File: src/rtl/mdu_pkg.sv
// Shared definitions for the multiply/divide unit: op encodings, FSM states,
// datapath width, divider iteration count and two's complement helpers.
package mdu_pkg;

  localparam int XLEN       = 32;
  localparam int DIV_CYCLES = 32;

  typedef enum logic [1:0] {
    OP_MULT  = 2'b00,
    OP_MULTU = 2'b01,
    OP_DIV   = 2'b10,
    OP_DIVU  = 2'b11
  } op_e;

  typedef enum logic [1:0] {
    ST_IDLE = 2'b00,
    ST_MUL  = 2'b01,
    ST_DIV  = 2'b10,
    ST_DONE = 2'b11
  } state_e;

  // Two's complement negation of a full-width value.
  function automatic logic [XLEN-1:0] neg_val(input logic [XLEN-1:0] v);
    return ~v + {{(XLEN-1){1'b0}}, 1'b1};
  endfunction

  // Magnitude of v when treated as signed, otherwise v unchanged.
  // The most negative value maps onto itself, which is its correct unsigned magnitude.
  function automatic logic [XLEN-1:0] abs_val(input logic [XLEN-1:0] v, input logic is_signed);
    logic [XLEN-1:0] r;
    if (is_signed && v[XLEN-1]) begin
      r = neg_val(v);
    end else begin
      r = v;
    end
    return r;
  endfunction

endpackage

File: src/rtl/mul_div_unit_if.sv
// EX-side request/response bundle between the pipeline and the multiply/divide unit.
interface mul_div_unit_if;
  import mdu_pkg::*;

  logic            start;
  logic [1:0]      op;
  logic [XLEN-1:0] src_a;
  logic [XLEN-1:0] src_b;
  logic            cancel;
  logic            busy;
  logic            done;
  logic [1:0]      hi_wen;
  logic [1:0]      lo_wen;
  logic [XLEN-1:0] hi_wdata;
  logic [XLEN-1:0] lo_wdata;

  modport master (
    output start, op, src_a, src_b, cancel,
    input  busy, done, hi_wen, lo_wen, hi_wdata, lo_wdata
  );

  modport slave (
    input  start, op, src_a, src_b, cancel,
    output busy, done, hi_wen, lo_wen, hi_wdata, lo_wdata
  );

endinterface

File: src/rtl/div_core.sv
// Unsigned radix-2 restoring divider: one quotient bit per step, the dividend
// shifts out of the quotient register as quotient bits shift in.
module div_core
  import mdu_pkg::*;
#(
  parameter int W      = XLEN,
  parameter int CYCLES = mdu_pkg::DIV_CYCLES
) (
  input  logic         clk,
  input  logic         resetn,
  input  logic         load_i,
  input  logic         step_i,
  input  logic [W-1:0] dividend_i,
  input  logic [W-1:0] divisor_i,
  output logic [W-1:0] quot_o,
  output logic [W-1:0] rem_o,
  output logic         last_o
);

  localparam int CW = $clog2(CYCLES);

  logic [W-1:0]  quot_q, quot_d;
  logic [W-1:0]  rem_q, rem_d;
  logic [W-1:0]  dvs_q, dvs_d;
  logic [CW-1:0] cnt_q, cnt_d;
  logic [W:0]    rem_sh_s;
  logic [W:0]    diff_s;

  // Load operands, or perform one shift-subtract-restore step on the 33-bit partial remainder.
  always_comb begin
    rem_sh_s = {rem_q, quot_q[W-1]};
    diff_s   = rem_sh_s - {1'b0, dvs_q};
    quot_d   = quot_q;
    rem_d    = rem_q;
    dvs_d    = dvs_q;
    cnt_d    = cnt_q;
    if (load_i) begin
      quot_d = dividend_i;
      rem_d  = {W{1'b0}};
      dvs_d  = divisor_i;
      cnt_d  = {CW{1'b0}};
    end else if (step_i) begin
      if (!diff_s[W]) begin
        rem_d  = diff_s[W-1:0];
        quot_d = {quot_q[W-2:0], 1'b1};
      end else begin
        rem_d  = rem_sh_s[W-1:0];
        quot_d = {quot_q[W-2:0], 1'b0};
      end
      cnt_d = cnt_q + {{(CW-1){1'b0}}, 1'b1};
    end else begin
      cnt_d = cnt_q;
    end
  end

  // Divider state registers.
  always_ff @(posedge clk or negedge resetn) begin
    if (!resetn) begin
      quot_q <= {W{1'b0}};
      rem_q  <= {W{1'b0}};
      dvs_q  <= {W{1'b0}};
      cnt_q  <= {CW{1'b0}};
    end else begin
      quot_q <= quot_d;
      rem_q  <= rem_d;
      dvs_q  <= dvs_d;
      cnt_q  <= cnt_d;
    end
  end

  assign quot_o = quot_q;
  assign rem_o  = rem_q;
  assign last_o = (cnt_q == CW'(CYCLES - 1));

endmodule

File: src/rtl/mul_div_unit.sv
// HI/LO producer: MULT/MULTU in one compute cycle, DIV/DIVU through the
// iterative divider, with sign handling and registered HI/LO write port.
module mul_div_unit
  import mdu_pkg::*;
#(
  parameter int DATA_WIDTH = XLEN,
  parameter int DIV_CYCLES = mdu_pkg::DIV_CYCLES
) (
  input  logic          clk,
  input  logic          resetn,
  mul_div_unit_if.slave bus
);

  localparam int DW = DATA_WIDTH;

  state_e          state_q, state_d;
  logic [1:0]      op_q;
  logic [DW-1:0]   a_q, b_q;
  logic [2*DW-1:0] a_ext_s, b_ext_s, prod_s, prod_q;
  logic            accept_s, wr_s, div_load_s, div_step_s, div_last_s;
  logic [DW-1:0]   dvd_s, dvs_s, quot_s, rem_s, hi_res_s, lo_res_s;
  logic            busy_q, done_q;
  logic [1:0]      hi_wen_q, lo_wen_q;
  logic [DW-1:0]   hi_q, lo_q;

  // busy_q also covers the output cycle, when the FSM is already back in IDLE.
  assign accept_s   = (state_q == ST_IDLE) && !busy_q && bus.start && !bus.cancel;
  assign div_load_s = accept_s && bus.op[1];
  assign div_step_s = (state_q == ST_DIV) && !bus.cancel;
  assign wr_s       = (state_q == ST_DONE) && !bus.cancel;
  assign dvd_s      = abs_val(bus.src_a, bus.op == OP_DIV);
  assign dvs_s      = abs_val(bus.src_b, bus.op == OP_DIV);

  div_core #(.W(DW), .CYCLES(DIV_CYCLES)) u_div (
    .clk        (clk),
    .resetn     (resetn),
    .load_i     (div_load_s),
    .step_i     (div_step_s),
    .dividend_i (dvd_s),
    .divisor_i  (dvs_s),
    .quot_o     (quot_s),
    .rem_o      (rem_s),
    .last_o     (div_last_s)
  );

  // FSM state register.
  always_ff @(posedge clk or negedge resetn) begin
    if (!resetn) begin
      state_q <= ST_IDLE;
    end else begin
      state_q <= state_d;
    end
  end

  // Latch op and raw operands on acceptance; later input changes are ignored.
  always_ff @(posedge clk or negedge resetn) begin
    if (!resetn) begin
      op_q <= 2'b00;
      a_q  <= {DW{1'b0}};
      b_q  <= {DW{1'b0}};
    end else if (accept_s) begin
      op_q <= bus.op;
      a_q  <= bus.src_a;
      b_q  <= bus.src_b;
    end
  end

  // Sign- or zero-extend to 64 bits so one multiplier serves both MULT and MULTU.
  always_comb begin
    a_ext_s = {{DW{(op_q == OP_MULT) & a_q[DW-1]}}, a_q};
    b_ext_s = {{DW{(op_q == OP_MULT) & b_q[DW-1]}}, b_q};
    prod_s  = a_ext_s * b_ext_s;
  end

  // Product register, loaded during the MUL cycle.
  always_ff @(posedge clk or negedge resetn) begin
    if (!resetn) begin
      prod_q <= {(2*DW){1'b0}};
    end else if (state_q == ST_MUL) begin
      prod_q <= prod_s;
    end
  end

  // Next-state logic; cancel returns to IDLE from any active state.
  always_comb begin
    state_d = state_q;
    case (state_q)
      ST_IDLE: begin
        if (accept_s) begin
          state_d = bus.op[1] ? ST_DIV : ST_MUL;
        end else begin
          state_d = ST_IDLE;
        end
      end
      ST_MUL: begin
        if (bus.cancel) begin
          state_d = ST_IDLE;
        end else begin
          state_d = ST_DONE;
        end
      end
      ST_DIV: begin
        if (bus.cancel) begin
          state_d = ST_IDLE;
        end else if (div_last_s) begin
          state_d = ST_DONE;
        end else begin
          state_d = ST_DIV;
        end
      end
      ST_DONE: state_d = ST_IDLE;
      default: state_d = ST_IDLE;
    endcase
  end

  // Result select and DIV sign fix-up; a zero divisor bypasses the fix-up entirely.
  always_comb begin
    hi_res_s = prod_q[2*DW-1:DW];
    lo_res_s = prod_q[DW-1:0];
    if (op_q[1]) begin
      if (b_q == {DW{1'b0}}) begin
        lo_res_s = {DW{1'b1}};
        hi_res_s = a_q;
      end else if (op_q == OP_DIV) begin
        lo_res_s = (a_q[DW-1] ^ b_q[DW-1]) ? neg_val(quot_s) : quot_s;
        hi_res_s = a_q[DW-1] ? neg_val(rem_s) : rem_s;
      end else begin
        lo_res_s = quot_s;
        hi_res_s = rem_s;
      end
    end else begin
      hi_res_s = prod_q[2*DW-1:DW];
      lo_res_s = prod_q[DW-1:0];
    end
  end

  // Registered outputs: done/wen pulse for one cycle, data holds the last result.
  always_ff @(posedge clk or negedge resetn) begin
    if (!resetn) begin
      busy_q   <= 1'b0;
      done_q   <= 1'b0;
      hi_wen_q <= 2'b00;
      lo_wen_q <= 2'b00;
      hi_q     <= {DW{1'b0}};
      lo_q     <= {DW{1'b0}};
    end else begin
      busy_q   <= (state_d != ST_IDLE) || wr_s;
      done_q   <= wr_s;
      hi_wen_q <= wr_s ? 2'b11 : 2'b00;
      lo_wen_q <= wr_s ? 2'b11 : 2'b00;
      if (wr_s) begin
        hi_q <= hi_res_s;
        lo_q <= lo_res_s;
      end
    end
  end

  assign bus.busy     = busy_q;
  assign bus.done     = done_q;
  assign bus.hi_wen   = hi_wen_q;
  assign bus.lo_wen   = lo_wen_q;
  assign bus.hi_wdata = hi_q;
  assign bus.lo_wdata = lo_q;

endmodule
File: src/flat_wrapper.sv
// flat-port wrapper written by rule: the top's interface ports become plain ports
module mul_div_unit_flat import mdu_pkg::*;
#(
  parameter int DATA_WIDTH = XLEN,
  parameter int DIV_CYCLES = mdu_pkg::DIV_CYCLES
)
  (clk, resetn, bus_start, bus_op, bus_src_a, bus_src_b, bus_cancel, bus_busy, bus_done, bus_hi_wen, bus_lo_wen, bus_hi_wdata, bus_lo_wdata);
  mul_div_unit_if bus_i ();
  input  logic clk;
  input  logic resetn;
  input wire logic [$bits(bus_i.start)-1:0] bus_start;
  input wire logic [$bits(bus_i.op)-1:0] bus_op;
  input wire logic [$bits(bus_i.src_a)-1:0] bus_src_a;
  input wire logic [$bits(bus_i.src_b)-1:0] bus_src_b;
  input wire logic [$bits(bus_i.cancel)-1:0] bus_cancel;
  output wire logic [$bits(bus_i.busy)-1:0] bus_busy;
  output wire logic [$bits(bus_i.done)-1:0] bus_done;
  output wire logic [$bits(bus_i.hi_wen)-1:0] bus_hi_wen;
  output wire logic [$bits(bus_i.lo_wen)-1:0] bus_lo_wen;
  output wire logic [$bits(bus_i.hi_wdata)-1:0] bus_hi_wdata;
  output wire logic [$bits(bus_i.lo_wdata)-1:0] bus_lo_wdata;
  assign bus_i.start = bus_start;
  assign bus_i.op = bus_op;
  assign bus_i.src_a = bus_src_a;
  assign bus_i.src_b = bus_src_b;
  assign bus_i.cancel = bus_cancel;
  assign bus_busy = bus_i.busy;
  assign bus_done = bus_i.done;
  assign bus_hi_wen = bus_i.hi_wen;
  assign bus_lo_wen = bus_i.lo_wen;
  assign bus_hi_wdata = bus_i.hi_wdata;
  assign bus_lo_wdata = bus_i.lo_wdata;
  mul_div_unit #(.DATA_WIDTH(DATA_WIDTH), .DIV_CYCLES(DIV_CYCLES)) u_core (.clk(clk), .resetn(resetn), .bus(bus_i));
endmodule
File: config.mk
export PLATFORM = sky130hd
export DESIGN_NAME = mul_div_unit_flat
export DESIGN_NICKNAME = d
export VERILOG_FILES = /design/src/rtl/mdu_pkg.sv /design/src/rtl/mul_div_unit_if.sv /design/src/rtl/div_core.sv /design/src/rtl/mul_div_unit.sv /design/src/flat_wrapper.sv
export SDC_FILE = /design/constraint.sdc
export NUM_CORES = 2
export LEC_CHECK = 0
export ABC_CLOCK_PERIOD_IN_PS = 21700
export CORE_ASPECT_RATIO = 1.4
export CORE_MARGIN = 5
export CORE_UTILIZATION = 55
export DETAILED_ROUTE_END_ITERATION = 10
export PLACE_DENSITY = 0.72
export SLEW_MARGIN = 20
export SYNTH_ARGS = -nofsm -noshare
export SYNTH_HDL_FRONTEND = slang
export SYNTH_SLANG_ARGS = --single-unit
File: constraint.sdc
create_clock -name clk -period 21.7 [get_ports clk]
set_input_delay 2.17 -clock clk [delete_from_list [all_inputs] [get_ports clk]]
set_output_delay 2.17 -clock clk [all_outputs]
set_load 0.02 [all_outputs]
Word-level counts from Yosys, hierarchy flattened --
Index checks and enable logic that the tools add are counted.
Word-level totals: bits in registers 301, input bits 70, output and inout port bits 70, logic and storage cells 75
Operators by class: add/subtract/negate cells 6, $mul 1, eq/ne operators 6, mux-type cells 25, bitwise operators 7, reduce and logical (&&, ||, !) cells 16
Operators by type and width (count):
- $mux W32 | 15
- $add A32 B1 Y32 const B | 4
- $not A32 Y32 | 4
- $mul A33 B33 Y64 | 1
- $sub A33 B32 Y33 | 1
- $logic_not A32 Y1 | 1
- $mux W2 | 5
- $mux W5 | 2
- $eq A2 B2 Y1 const B | 4
- $logic_and A1 B1 Y1 | 8
- $pmux W2 S4 | 1
- $add A5 B1 Y5 const B | 1
- $eq A5 B5 Y1 const B | 1
- $logic_not A2 Y1 | 2
- $reduce_bool A2 Y1 | 2
- $and A1 B1 Y1 | 2
- $eq A2 B1 Y1 const B | 1
- $logic_not A1 Y1 | 2
- $mux W1 | 2
- $logic_or A1 B1 Y1 | 1
- $xor A1 B1 Y1 | 1

Depth between registers and ports, before layout --
depth after elaboration 8, mapped depth 33, gate-level depth less buffers 29

By module --
From an unflattened synthesis, not the netlist that was laid out.
Second synthesis, totals: cell total of the unflattened synthesis 6321, area total of the unflattened synthesis 55368.1 sq um
Modules (own cells, without submodules):
- mul_div_unit | times used 1, cells each 5619, area an instance 48951.9 sq um, seq. area each 4954.8 sq um
- div_core | times used 1, cells each 702, area an instance 6416.2 sq um, seq. area each 2527.4 sq um

Worst setup path after synthesis --
Ideal clock, no wire load.
path type reg2reg, start point register u_core.op_q[1], end point register u_core.prod_q[61], setup time 0.095 ns, data arrival time 8.464 ns, required time 21.605 ns, path slack 13.140 ns, cell stages (with the launch flop) 32, buffers on the path 4, period minus slack after synthesis 8.560 ns, cells stage by stage dfrtp_1 -> clkbuf_1 -> nor2_1 -> and2_0 -> clkbuf_1 -> clkbuf_1 -> nand2_1 -> inv_1 -> fa_1 -> fa_1 -> fa_1 -> inv_1 -> fa_1 -> inv_1 -> fa_1 -> fa_1 -> inv_1 -> fa_1 -> fa_1 -> inv_1 -> ha_1 -> clkbuf_2 -> a21o_1 -> a21o_1 -> a21oi_1 -> nand2_1 -> a21o_1 -> a21oi_1 -> nand3b_1 -> a31oi_1 -> o21a_1 -> o31ai_1
Between the ends: cells in the longest elaborated chain, start to end 3, elaborated cells on any way between the ends 4, classes of those cells 1 x mul; 2 x bitwise; 1 x reduce/logical
RTL lines:
- start, declared | line mul_div_unit.sv:17 | logic [1:0] op_q;
- start signal, assigned | line mul_div_unit.sv:62 | op_q <= bus.op;
- $logic_not A2 Y1 (*) | line mul_div_unit.sv:70, mul_div_unit.sv:71
- $and A1 B1 Y1 (on tied branches) | line mul_div_unit.sv:70, mul_div_unit.sv:71
- $mul A33 B33 Y64 (*) | line mul_div_unit.sv:72 | prod_s = a_ext_s * b_ext_s;
- end signal, assigned | line mul_div_unit.sv:78 | prod_q <= {(2*DW){1'b0}};
- end signal, assigned | line mul_div_unit.sv:80 | prod_q <= prod_s;
- end, declared | line mul_div_unit.sv:19 | logic [2*DW-1:0] a_ext_s, b_ext_s, prod_s, prod_q;
Every way passes the cells marked *; elsewhere a longest branch is shown, timed or not. A chain may end at the register's enable or synchronous reset.

Worst setup path in the final report --
Ends and elaborated chain as after synthesis.

==> metrics.cfg <==
[layout]
nets = 7567
drive_gt1_share_pct = 3.26
fillers = 8688
seq_area_mm2 = 0.00750
multiInputGateArea_mm2 = 0.0411
area_growth_pct = 5.66

[synthesis]
synth_edf_count = 0
synthCells = 6263
seq_area_frac_synth_pct = 13.6
yosysUniqueCellTypes = 92
ys_async_sr_fraction_pct = 100
yosys.area.top_type_share_pct = 41.0
synth_nets = 7710
synth_area_leaders = fa_1, dfrtp_1, nand2_1
synth-seq-cells = 299
synth_common_cells = nand2_1, inv_1, fa_1
yosys.area.top_type = fa_1
syn_area_per_cell_um2 = 8.77
dominantRegCellSynth = dfrtp_1
synth_warnings = 0
syn_area_mm2 = 0.0549
yosysMostFrequentCell = nand2_1

[setup_path]
critPathLaunchType = flop
slowest_stage = fa_1
cp.buffers_inverters = 6
cp_max_fo = 19
criticalPathCategory = reg2reg
cpMostUsedCell = fa_1
cp_top_family = adder cells
arrival_ns = 9.64
slowest_delay_ns = 1.14
endpoint_kind = flop
crit_required_ns = 22.22

[sta]
hold_viol = 0
timing.fmax_mhz = 110
final_max_slew_viol_count = 0
worstMarginPinSlew_ns = 1.04
rsz0062_at_grt = false
maxSlewHeadroom_pct = 30.7
fin_crit_sh_pct = 42.0
setup_viol_count_final = 0
tns_ns = 0
finalClockSkew_ns = 0.0359
min_period_ns = 9.12

[floorplanning]
die_w_um = 277
core_area_mm2 = 0.0994
row_count = 137
io_pins = 140
die_area_mm2 = 0.106
die_h_um = 384
initial_utilization_pct = 55.3

[routing]
wire_per_inst_um = 22.5
dr.pass1.iters = 5
ant_nets = 0
drt_iter0_markers = 3681
drc = 0
wl_mm = 168
vias_per_cell = 5.83
vias = 43530

[placed_design]
portBuffers = 139
globalplace.congestion = 1.02
dp_hpwl_mm = 120

[status]
status = finished, final reports clean

[grt]
grt_first_pass_wirelength_mm = 264
grt_pass1_vias = 46255
use_met1_pct = 40.0
busiest_layer = met2
grt_usage_pct = 31.8
grtUsageMet2_pct = 52.4
grt-ovfl-total = 0
met3_usage_pct = 5.61
antenna_found_initial = 4
grt_max_degree = 146

[clock_network]
cts_buffers = 28
cts.sinks = 299
clockBufferDepth = 3
cts_tree = done
clk_pin_slew_worst_paths_ns = 0.08
htree_num_levels = 1
cts_root_buf = clkbuf_16
ctsResizeCount = 0
cts_hold_buf = 0
postCtsSetupBuffers = 0
clk_latency_ns = 0.61

[job]
cap_viol_max_count = 0

[min_path]
min-delay-path-class = reg2reg

## per-stage QoR
step / area (um^2) / std cells / worst slack, ns / hold WS (ns) / util (%)
2_1_floorplan: 54900 / 6263 / 13.14 / 0.433 / -
3_3_place_gp: 57000 / 7410 / 12.88 / 0.455 / 57.4
3_5_place_dp: 57000 / 7410 / 12.63 / 0.463 / 57.4
4_1_cts: 58100 / 7462 / 12.60 / 0.477 / 58.4
5_1_grt: 58100 / 7462 / 12.17 / 0.498 / 58.4
6_report: 58100 / 7463 / 12.58 / 0.475 / 58.4
## registers in the layout (all words and copies together), names as in the netlist, 5 cells and up
name / count
u_core.prod_q: 64
u_core.u_div.quot_o: 32
u_core.u_div.rem_o: 32
u_core.bus.hi_wdata: 32
u_core.b_q: 32
u_core.a_q: 32
u_core.u_div.cnt_q: 5
u_core.bus.lo_wdata: 32
u_core.u_div.dvs_q: 32
## cell families (layout without fill, tap and decap cells)
logic type	Yosys count	after routing	share of synthesized area, %
buffers and inverters	1646	1525	11.6
XOR/XNOR	215	215	3.43
adder cells (fa/ha/maj)	1377	1377	46.7
multiplexers	52	52	0.952
flip-flops	299	299	13.6
AO/OA/AOI/OAI	722	722	7.93
other	0	1	0
AND/OR/NAND/NOR	1952	1952	15.7
## metal layers
layer / wire (um) / vias to the layer above
li1: - / 18522
met4: 12200 / 4
met3: 16000 / 650
met2: 78600 / 2353
met1: 61100 / 22001
met5: 21 / -
## final timing paths
check	from	endpoint	slack (ns)	cells past startpoint
max	u_core.op_q[1]	u_core.prod_q[61]	12.58	28
min in group asynchronous	resetn	u_core.u_div.dvs_q[17]	1.57	1
min reg2reg	u_core.prod_q[3]	u_core.prod_q[3]	0.48	2
max reg2reg	u_core.op_q[1]	u_core.prod_q[61]	12.58	28
min	u_core.prod_q[3]	u_core.prod_q[3]	0.48	2
max in group asynchronous	resetn	u_core.op_q[1]	18.57	2
## placed cells by master, fill, tap and decap left out, drive strengths merged, types with 17 or more instances in the layout
| cell type | Yosys | final |
|---|---|---|
| a21o | 58 | 58 |
| a21oi | 134 | 134 |
| a22oi | 32 | 32 |
| and2 | 268 | 268 |
| and3 | 37 | 37 |
| buf | 33 | 85 |
| clkbuf | 355 | 35 |
| clkdlybuf4s50 | 3 | 138 |
| dfrtp | 299 | 299 |
| fa | 1126 | 1126 |
| ha | 251 | 251 |
| inv | 1250 | 1252 |
| mux2i | 50 | 50 |
| nand2 | 1287 | 1287 |
| nand3 | 60 | 60 |
| nand4 | 17 | 17 |
| nor2 | 135 | 135 |
| nor3 | 32 | 32 |
| nor4 | 23 | 23 |
| o21ai | 324 | 324 |
| o22ai | 29 | 29 |
| o31ai | 25 | 25 |
| xnor2 | 119 | 119 |
| xor2 | 96 | 96 |
## worst reg2reg max path: cells and delay by family, from the launching register on
family | cells | cell delay [ns]
compound gates | 8 | 1.49
flops | 1 | 0.47
buf+inv | 6 | 1.14
simple gates | 5 | 0.77
fa+ha+maj | 9 | 5.18
## area by class of cell
cell class | count | share of cell area, %
diodes | 1 | 0.00431
clock buffers | 35 | 1.36
clock inverters | 17 | 0.422
inverters | 1250 | 8.08
multi-input cells | 4318 | 70.9
flip-flops and latches | 299 | 12.9
well taps | 1320 | 2.84
repair buffers | 223 | 3.51
Power is not shown: default switching activity piles up to over one toggle a cycle in this logic, so the estimate is an artifact.
